### src/rtl/apb_demux_addr_tmo_pkg.sv
// Shared types for the address-decoding APB demultiplexer: FSM states,
// default APB/rule structs and the decode-error response.
package apb_demux_pkg;

  typedef enum logic [1:0] {
    IDLE,
    ACCESS,
    DECERR
  } state_e;

  // xbar-style address rule: addresses in [start_addr, end_addr) map to idx
  typedef struct packed {
    logic [31:0] idx;
    logic [31:0] start_addr;
    logic [31:0] end_addr;
  } xbar_rule_32_t;

  typedef struct packed {
    logic [31:0] paddr;
    logic [2:0]  pprot;
    logic        psel;
    logic        penable;
    logic        pwrite;
    logic [31:0] pwdata;
    logic [3:0]  pstrb;
  } apb_req_t;

  typedef struct packed {
    logic        pready;
    logic [31:0] prdata;
    logic        pslverr;
  } apb_resp_t;

  localparam apb_resp_t ERR_RESP = '{pready: 1'b1, prdata: '0, pslverr: 1'b1};

endpackage

### src/rtl/apb_demux_addr_tmo_decode.sv
// Address-map decoder: highest matching rule wins; no match or an index
// beyond the available ports is reported as a decode error.
module apb_demux_addr_tmo_decode
  import apb_demux_pkg::*;
#(
  parameter int unsigned NoIndices   = 2,
  parameter int unsigned NoRules     = 2,
  parameter int unsigned AddrWidth   = 32,
  parameter int unsigned SelectWidth = 1,
  parameter type         rule_t      = xbar_rule_32_t
) (
  input  logic [AddrWidth-1:0]   addr_i,
  input  rule_t                  addr_map_i [NoRules],
  output logic [SelectWidth-1:0] idx_o,
  output logic                   dec_error_o
);

  logic        match;
  logic [31:0] match_idx;

  always_comb begin
    match     = 1'b0;
    match_idx = '0;
    for (int unsigned r = 0; r < NoRules; r++) begin
      if ((addr_i >= addr_map_i[r].start_addr) && (addr_i < addr_map_i[r].end_addr)) begin
        match     = 1'b1;
        match_idx = 32'(addr_map_i[r].idx);
      end
    end
    dec_error_o = !match || (match_idx >= 32'(NoIndices));
    idx_o       = SelectWidth'(match_idx);
  end

endmodule

### src/rtl/apb_demux_addr_tmo.sv
// APB demultiplexer routed by an address map, with decode-error FSM.
// Optional ACCESS-phase watchdog enabled by APB_DEMUX_ADDR_TMO_TIMEOUT_EN.
module apb_demux_addr_tmo
  import apb_demux_pkg::*;
#(
  parameter int unsigned NoMstPorts    = 2,
  parameter int unsigned NoRules       = 2,
  parameter int unsigned AddrWidth     = 32,
  parameter int unsigned TimeoutCycles = 256,
  parameter type         rule_t        = xbar_rule_32_t,
  parameter type         req_t         = apb_req_t,
  parameter type         resp_t        = apb_resp_t
) (
  input  logic  clk_i,
  input  logic  rst_ni,
  input  req_t  slv_req_i,
  output resp_t slv_resp_o,
  output req_t  mst_req_o  [NoMstPorts],
  input  resp_t mst_resp_i [NoMstPorts],
  input  rule_t addr_map_i [NoRules],
  output logic  timeout_o
);

  localparam int unsigned SelectWidth = (NoMstPorts > 1) ? $clog2(NoMstPorts) : 1;

  state_e                 state_q, state_d;
  logic [SelectWidth-1:0] sel_q, sel_d;
  logic [SelectWidth-1:0] dec_idx;
  logic                   dec_error;

  apb_demux_addr_tmo_decode #(
    .NoIndices  (NoMstPorts),
    .NoRules    (NoRules),
    .AddrWidth  (AddrWidth),
    .SelectWidth(SelectWidth),
    .rule_t     (rule_t)
  ) i_decode (
    .addr_i     (slv_req_i.paddr),
    .addr_map_i (addr_map_i),
    .idx_o      (dec_idx),
    .dec_error_o(dec_error)
  );

`ifdef APB_DEMUX_ADDR_TMO_TIMEOUT_EN
  localparam int unsigned          CntWidth = $clog2(TimeoutCycles);
  localparam logic [CntWidth-1:0]  TmoLast  = CntWidth'(TimeoutCycles - 1);

  logic [CntWidth-1:0] tmo_cnt_q, tmo_cnt_d;
`endif

  always_comb begin
    state_d    = state_q;
    sel_d      = sel_q;
    timeout_o  = 1'b0;
    slv_resp_o = '0;
    for (int unsigned i = 0; i < NoMstPorts; i++) begin
      mst_req_o[i]         = slv_req_i;
      mst_req_o[i].psel    = 1'b0;
      mst_req_o[i].penable = 1'b0;
    end

    unique case (state_q)
      IDLE: begin
        if (slv_req_i.psel && !slv_req_i.penable) begin
          sel_d = dec_idx;
          if (dec_error) begin
            state_d = DECERR;
          end else begin
            state_d = ACCESS;
            for (int unsigned i = 0; i < NoMstPorts; i++) begin
              if (SelectWidth'(i) == dec_idx) mst_req_o[i].psel = 1'b1;
            end
          end
        end
      end
      ACCESS: begin
        if (!slv_req_i.psel) begin
          state_d = IDLE;
        end else begin
          for (int unsigned i = 0; i < NoMstPorts; i++) begin
            if (SelectWidth'(i) == sel_q) begin
              mst_req_o[i].psel    = 1'b1;
              mst_req_o[i].penable = slv_req_i.penable;
              slv_resp_o           = mst_resp_i[i];
            end
          end
          if (slv_resp_o.pready) begin
            state_d = IDLE;
          end
`ifdef APB_DEMUX_ADDR_TMO_TIMEOUT_EN
          // A real pready in the last allowed cycle takes precedence over the abort
          else if (tmo_cnt_q == TmoLast) begin
            for (int unsigned i = 0; i < NoMstPorts; i++) begin
              mst_req_o[i].psel    = 1'b0;
              mst_req_o[i].penable = 1'b0;
            end
            slv_resp_o = ERR_RESP;
            timeout_o  = 1'b1;
            state_d    = IDLE;
          end
`endif
        end
      end
      DECERR: begin
        state_d = IDLE;
        if (slv_req_i.psel) slv_resp_o = ERR_RESP;
      end
      default: state_d = IDLE;
    endcase
  end

`ifdef APB_DEMUX_ADDR_TMO_TIMEOUT_EN
  always_comb begin
    tmo_cnt_d = tmo_cnt_q;
    if (state_q != ACCESS) begin
      tmo_cnt_d = '0;
    end else if (!slv_resp_o.pready && (tmo_cnt_q != TmoLast)) begin
      tmo_cnt_d = tmo_cnt_q + 1'b1;
    end
  end

  always_ff @(posedge clk_i or negedge rst_ni) begin
    if (!rst_ni) tmo_cnt_q <= '0;
    else         tmo_cnt_q <= tmo_cnt_d;
  end
`endif

  always_ff @(posedge clk_i or negedge rst_ni) begin
    if (!rst_ni) begin
      state_q <= IDLE;
      sel_q   <= '0;
    end else begin
      state_q <= state_d;
      sel_q   <= sel_d;
    end
  end

endmodule

### config.mk
export PLATFORM = sky130hd
export DESIGN_NAME = apb_demux_addr_tmo
export DESIGN_NICKNAME = d
export VERILOG_FILES = /design/src/rtl/apb_demux_addr_tmo_pkg.sv /design/src/rtl/apb_demux_addr_tmo_decode.sv /design/src/rtl/apb_demux_addr_tmo.sv
export SDC_FILE = /design/constraint.sdc
export NUM_CORES = 1
export LEC_CHECK = 0
export ABC_AREA = 0
export BUFFER_PORTS_ARGS = -buffer_cell sky130_fd_sc_hd__buf_2
export CORE_AREA = 10 10 195 197
export CTS_BUF_LIST = sky130_fd_sc_hd__clkbuf_8
export CTS_CLUSTER_DIAMETER = 120
export CTS_CLUSTER_SIZE = 30
export DETAILED_ROUTE_END_ITERATION = 12
export DIE_AREA = 0 0 205 207
export GPL_TIMING_DRIVEN = 0
export REMOVE_ABC_BUFFERS = 1
export SYNTH_ARGS = -nofsm -noshare
export SYNTH_HDL_FRONTEND = slang
export SYNTH_SLANG_ARGS = --single-unit
### constraint.sdc
create_clock -name clk_i -period 4.1 [get_ports clk_i]
set_input_delay 0.615 -clock clk_i [delete_from_list [all_inputs] [get_ports clk_i]]
set_output_delay 0.615 -clock clk_i [all_outputs]
set_load 0.02 [all_outputs]
== Yosys cells after proc, flatten, opt, wreduce, memory -nomap -nowiden ==
Index checks and enable logic that the tools add are counted.

* Reductions and logical operators: 9
* Equal/unequal tests: 4
* Multiplexer cells: 29
* $lt $le $gt $ge: 5

{| class="wikitable"
|+ Operators with widths
! operator !! number
|-
| 2-to-1 mux 34 bit || 5
|-
| one-hot mux 34 bit (2 select lines) || 1
|-
| greater-or-equal comparator 32 bit || 2
|-
| < comparator 32 bit || 2
|-
| 2-to-1 mux 32 bit || 2
|-
| greater-or-equal comparator 32 x 2 -> 1 bit (second input constant) || 1
|-
| 2-to-1 mux 2 bit || 8
|-
| 2-to-1 mux 1 bit || 10
|-
| one-hot mux 1 bit (2 select lines) || 2
|-
| one-hot mux 2 bit (2 select lines) || 1
|-
| AND reduction 2 bit || 2
|-
| logical AND 1 bit || 3
|-
| inequality test 3 x 2 -> 1 bit (second input constant) || 1
|-
| == test 2 x 1 -> 1 bit (second input constant) || 1
|-
| == test 2 bit (second input constant) || 1
|-
| logical NOT 1 bit || 2
|-
| logical NOT 2 bit || 1
|-
| inequality test 2 bit (second input constant) || 1
|-
| logical OR 1 bit || 1
|}

* Flip-flop bits (word level): 3
* Input bits: 336

== Depth between registers and ports, before layout ==
* Depth in word-level cells: 9
* Mapped depth: 10
* Depth with buffers taken out: 10

== Hierarchy ==
Synthesis repeated with hierarchy kept, for this count alone.

* Cell total of the unflattened synthesis: 722
* Area total of the unflattened synthesis: 5,338.9 sq um

{| class="wikitable"
|+ By module, submodules not included
! module !! cells each !! area each (sq um) !! times used
|-
| apb_demux_addr_tmo_decode || 464 || 3,383.2 || 1
|-
| apb_demux_addr_tmo || 258 || 1,955.6 || 1
|}

== Worst setup path after synthesis ==
OpenSTA, ideal clock, no wires.

* Path type: input -> output
* Start point: input addr_map_i[23] (netlist bit)
* End point: output mst_req_o[38] (netlist bit)
* Required time: 3.485 ns
* Data arrival time: 2.518 ns
* Stages on the path: 10
* Path slack: 0.967 ns
* Cell sequence: inv_1 > ha_1 > and3_4 > a221o_1 > a221o_1 > a21oi_2 > o21ai_1 > and4b_2 > a2bb2o_1 > a21o_1

{| class="wikitable"
|+ RTL lines
! what !! RTL line !! RTL
|-
| start: declaration || apb_demux_addr_tmo.sv:20 || <nowiki>input rule_t addr_map_i [NoRules],</nowiki>
|-
| end: declaration || apb_demux_addr_tmo.sv:18 || <nowiki>output req_t mst_req_o [NoMstPorts],</nowiki>
|}

==> results.yml <==
run_status:
  status: "finished, final reports clean"
placed_design:
  gp_congestion: 0.856
  dp_hpwl_um: 25400
  placed_area_um2: 6640
  dp.cells: 1427
  numPortBuffers: 397
setup_path:
  crit_chain: "buf_2 -> ha_1 -> a211o_1 -> o221ai_1 -> a311oi_1 -> o311ai_1 -> and4b_2 -> a2bb2o_1 -> a21o_1 -> buf_2"
  critPathMaxFanout: 6
  worstPathBufferInverterCount: 2
  crit_top_cell: "buf_2"
  worstSetupPathType: "primary input to primary output"
  cpMaxStageDelayCell: "o311ai_1"
  max_stage_delay_ns: 0.56
  endpoint_kind: "primary output"
  cp-start-kind: "primary input"
  cp_data_required_time_ns: 3.48
  arrival_ns: 3.18
  critPathTopFamily: "compound AO/OA/AOI/OAI gates"
synth:
  ys_async_sr_fraction_pct: 100
  synth-adder-area-share_pct: 31.2
  yosys.area_share.simple_pct: 15.6
  synthTopCellsByCount: "145 x buf_4, 133 x inv_1, 129 x ha_1, 53 x nor2_1, 50 x a21oi_1"
  synthMuxAreaShare_pct: 6.82
  synth_warnings: 0
  yosys-top-cells-area: "ha_1 31%, buf_4 21%, inv_1 9.6%"
  synth-compound-area-share_pct: 13.6
  synth_top_family_by_area: "buffers and inverters"
  synth_largest_area_cell: "ha_1"
  synth_ff_type: "dfrtp_1"
  synth_top_cell_area_share_pct: 31.2
  syn_inst: 726
  seq_area_frac_synth_pct: 1.45
  syn_area_per_cell_um2: 7.13
  synth-seq-cells: 3
  synth-xor-area-share_pct: 0
  synth_edf_count: 0
  netlist_area_um2: 5170
  yosysMostFrequentCell: "buf_4"
  synth_cell_type_count: 49
finish:
  stdcell_count: 1431
  nNetsFinal: 1442
  antenna_cells: 0
  ff_latch_area_um2: 76.3
  syn2layout_area_growth_pct: 29.3
  final_cell_area_um2: 6690
  drive_above_1_share_pct: 42.5
  multiInputGateArea_um2: 3490
  finish.utilization_pct: 19.6
  fill_cells: 3892
clock_network:
  cts_buffers: 3
  cts_root_buf: "clkbuf_8"
  cts_htree_levels: 1
  cts_sinks: 3
  clock_path_buffers: 2
  clkTransAtPathRegs_ns: 0.03
  clock_latency_ns: 0.22
  cts_tree: "yes"
  postCtsHoldBufs: 0
timing:
  fin_skew_ns: 0.00322
  slew_viol_final: 0
  whs_ns: 0.183
  hold_violations: 0
  worst_pin_slew_ns: 1.17
  max_slew_margin_pct: 22.0
  fin_crit_ns: 3.80
  setup_viol: 0
  finalCritPeriodShare_pct: 92.7
  rsz0062_at_grt: "false"
  fmax_mhz: 263
detailed_routing:
  drc: 0
  ant_nets: 0
  drt-vias-per-instance: 3.98
  first_pass_iters: 4
  vias: 5691
  drt_iter0_drc: 183
  drt_wl_total_um: 27400
  route.detailed.wl_per_inst_um: 19.2
global_routing:
  antenna_found_initial: 2
  grt_max_degree: 36
  overflow: 0
  track_usage_pct: 11.9
  grt_pass1_vias: 6054
  grt_pass1_wl_um: 38500
die:
  die_w_um: 205
  die_y_um: 207
  core_um2: 34100
  die-area_um2: 42400
  rows: 68
  num_io_pins: 519
  start_util_pct: 15.2
flow_run:
  cap_violations: 0
worst_hold_path:
  hp-class: "primary input to async pin"
power:
  ir_drop_uv: 63.8
  power.density_nw_per_um2: 122
  power.leakage_nw: 4.03
-- final cells by class --
type	count	share of cell area (%)
Clock buffer	3	0.617
Clock inverter	1	0.0561
Inverter	133	7.46
Multi-Input combinational cell	438	52.2
Sequential cell	3	1.14
Tap cell	455	8.51
Timing Repair Buffer	398	30.0
-- sequential cells by signal, summed over array words and instances (netlist names) --
name	flops
state_q	2
sel_q	1
-- placed cells by master, fill, tap and decap left out, types with 2 or more instances in the layout --
cell type	count
a221oi_1	3
a211o_1	5
inv_1	134
dfrtp_1	2
a211oi_1	2
a21oi_1	50
nor3_1	6
ha_1	129
o2bb2ai_1	2
buf_2	397
and4_1	2
a221o_1	3
nand2_1	36
o21ai_1	4
nand4_1	23
mux2_2	2
nand3_1	12
nand2b_1	3
nor4_1	16
mux2i_1	33
a21o_1	12
nor2_1	53
clkbuf_8	3
o21ai_0	15
-- per-layer routing --
layer	vias up	track usage, %	wire [µm]
met1	2515	14.1	11500
met3	20	6.62	3690
met2	318	18.7	11900
met5	-	2.85	154
met4	6	1.31	229
li1	2832	-	-
-- kinds of logic after synthesis --
group	Yosys count
AOI/OAI and AO/OA	110
and+or+nand+nor	163
other	1
muxes	35
DFF	3
buffers and inverters	285
adders and majority gates	129
-- power breakdown --
group          internal, W  switching, W  total (W)
clock            0.0000639     0.0000211  0.0000850
combinational     0.000317      0.000372   0.000689
sequential       0.0000348    0.00000587  0.0000406
-- metrics by stage --
stage	power [W]	setup slack (ns)	TNS, ns
finish	0.000815	0.301	0
CTS	0.000833	0.116	0
global placement	0.000720	-0.143	-0.253
floorplan	0.000377	0.957	0
detailed placement	0.000741	-0.179	-0.327
global route	0.000911	0.0368	0
-- worst paths after layout --
check	slack, ns	to	start	cells past startpoint
max in group asynchronous	3.80	sel_q	rst_ni	1
min in group clk_i	0.57	state_q[1]	state_q[1]	2
setup / recovery	0.30	mst_req_o[38]	slv_req_i[44]	10
setup reg to reg	2.41	state_q[0]	sel_q	6
hold / removal	0.18	state_q[0]	rst_ni	1
hold reg to reg	0.57	state_q[1]	state_q[1]	2
-- worst reg2reg max path, stage by stage (launching register included) --
cell and delay [ns]:
dfrtp_2 0.41, buf_12 0.25, mux2_2 0.40, nor2_1 0.13, nor2_1 0.09, o2bb2ai_1 0.13
a21o_1 0.16
-- timing repair --
| action | CTS | global route |
|---|---|---|
| hold endpoints to repair | 0 | 0 |
| setup buffers | 0 | 0 |
| resized for setup | 1 | 1 |
| endpoints found under the setup margin | 2 | 1 |
(Power assumes the default switching activity.)
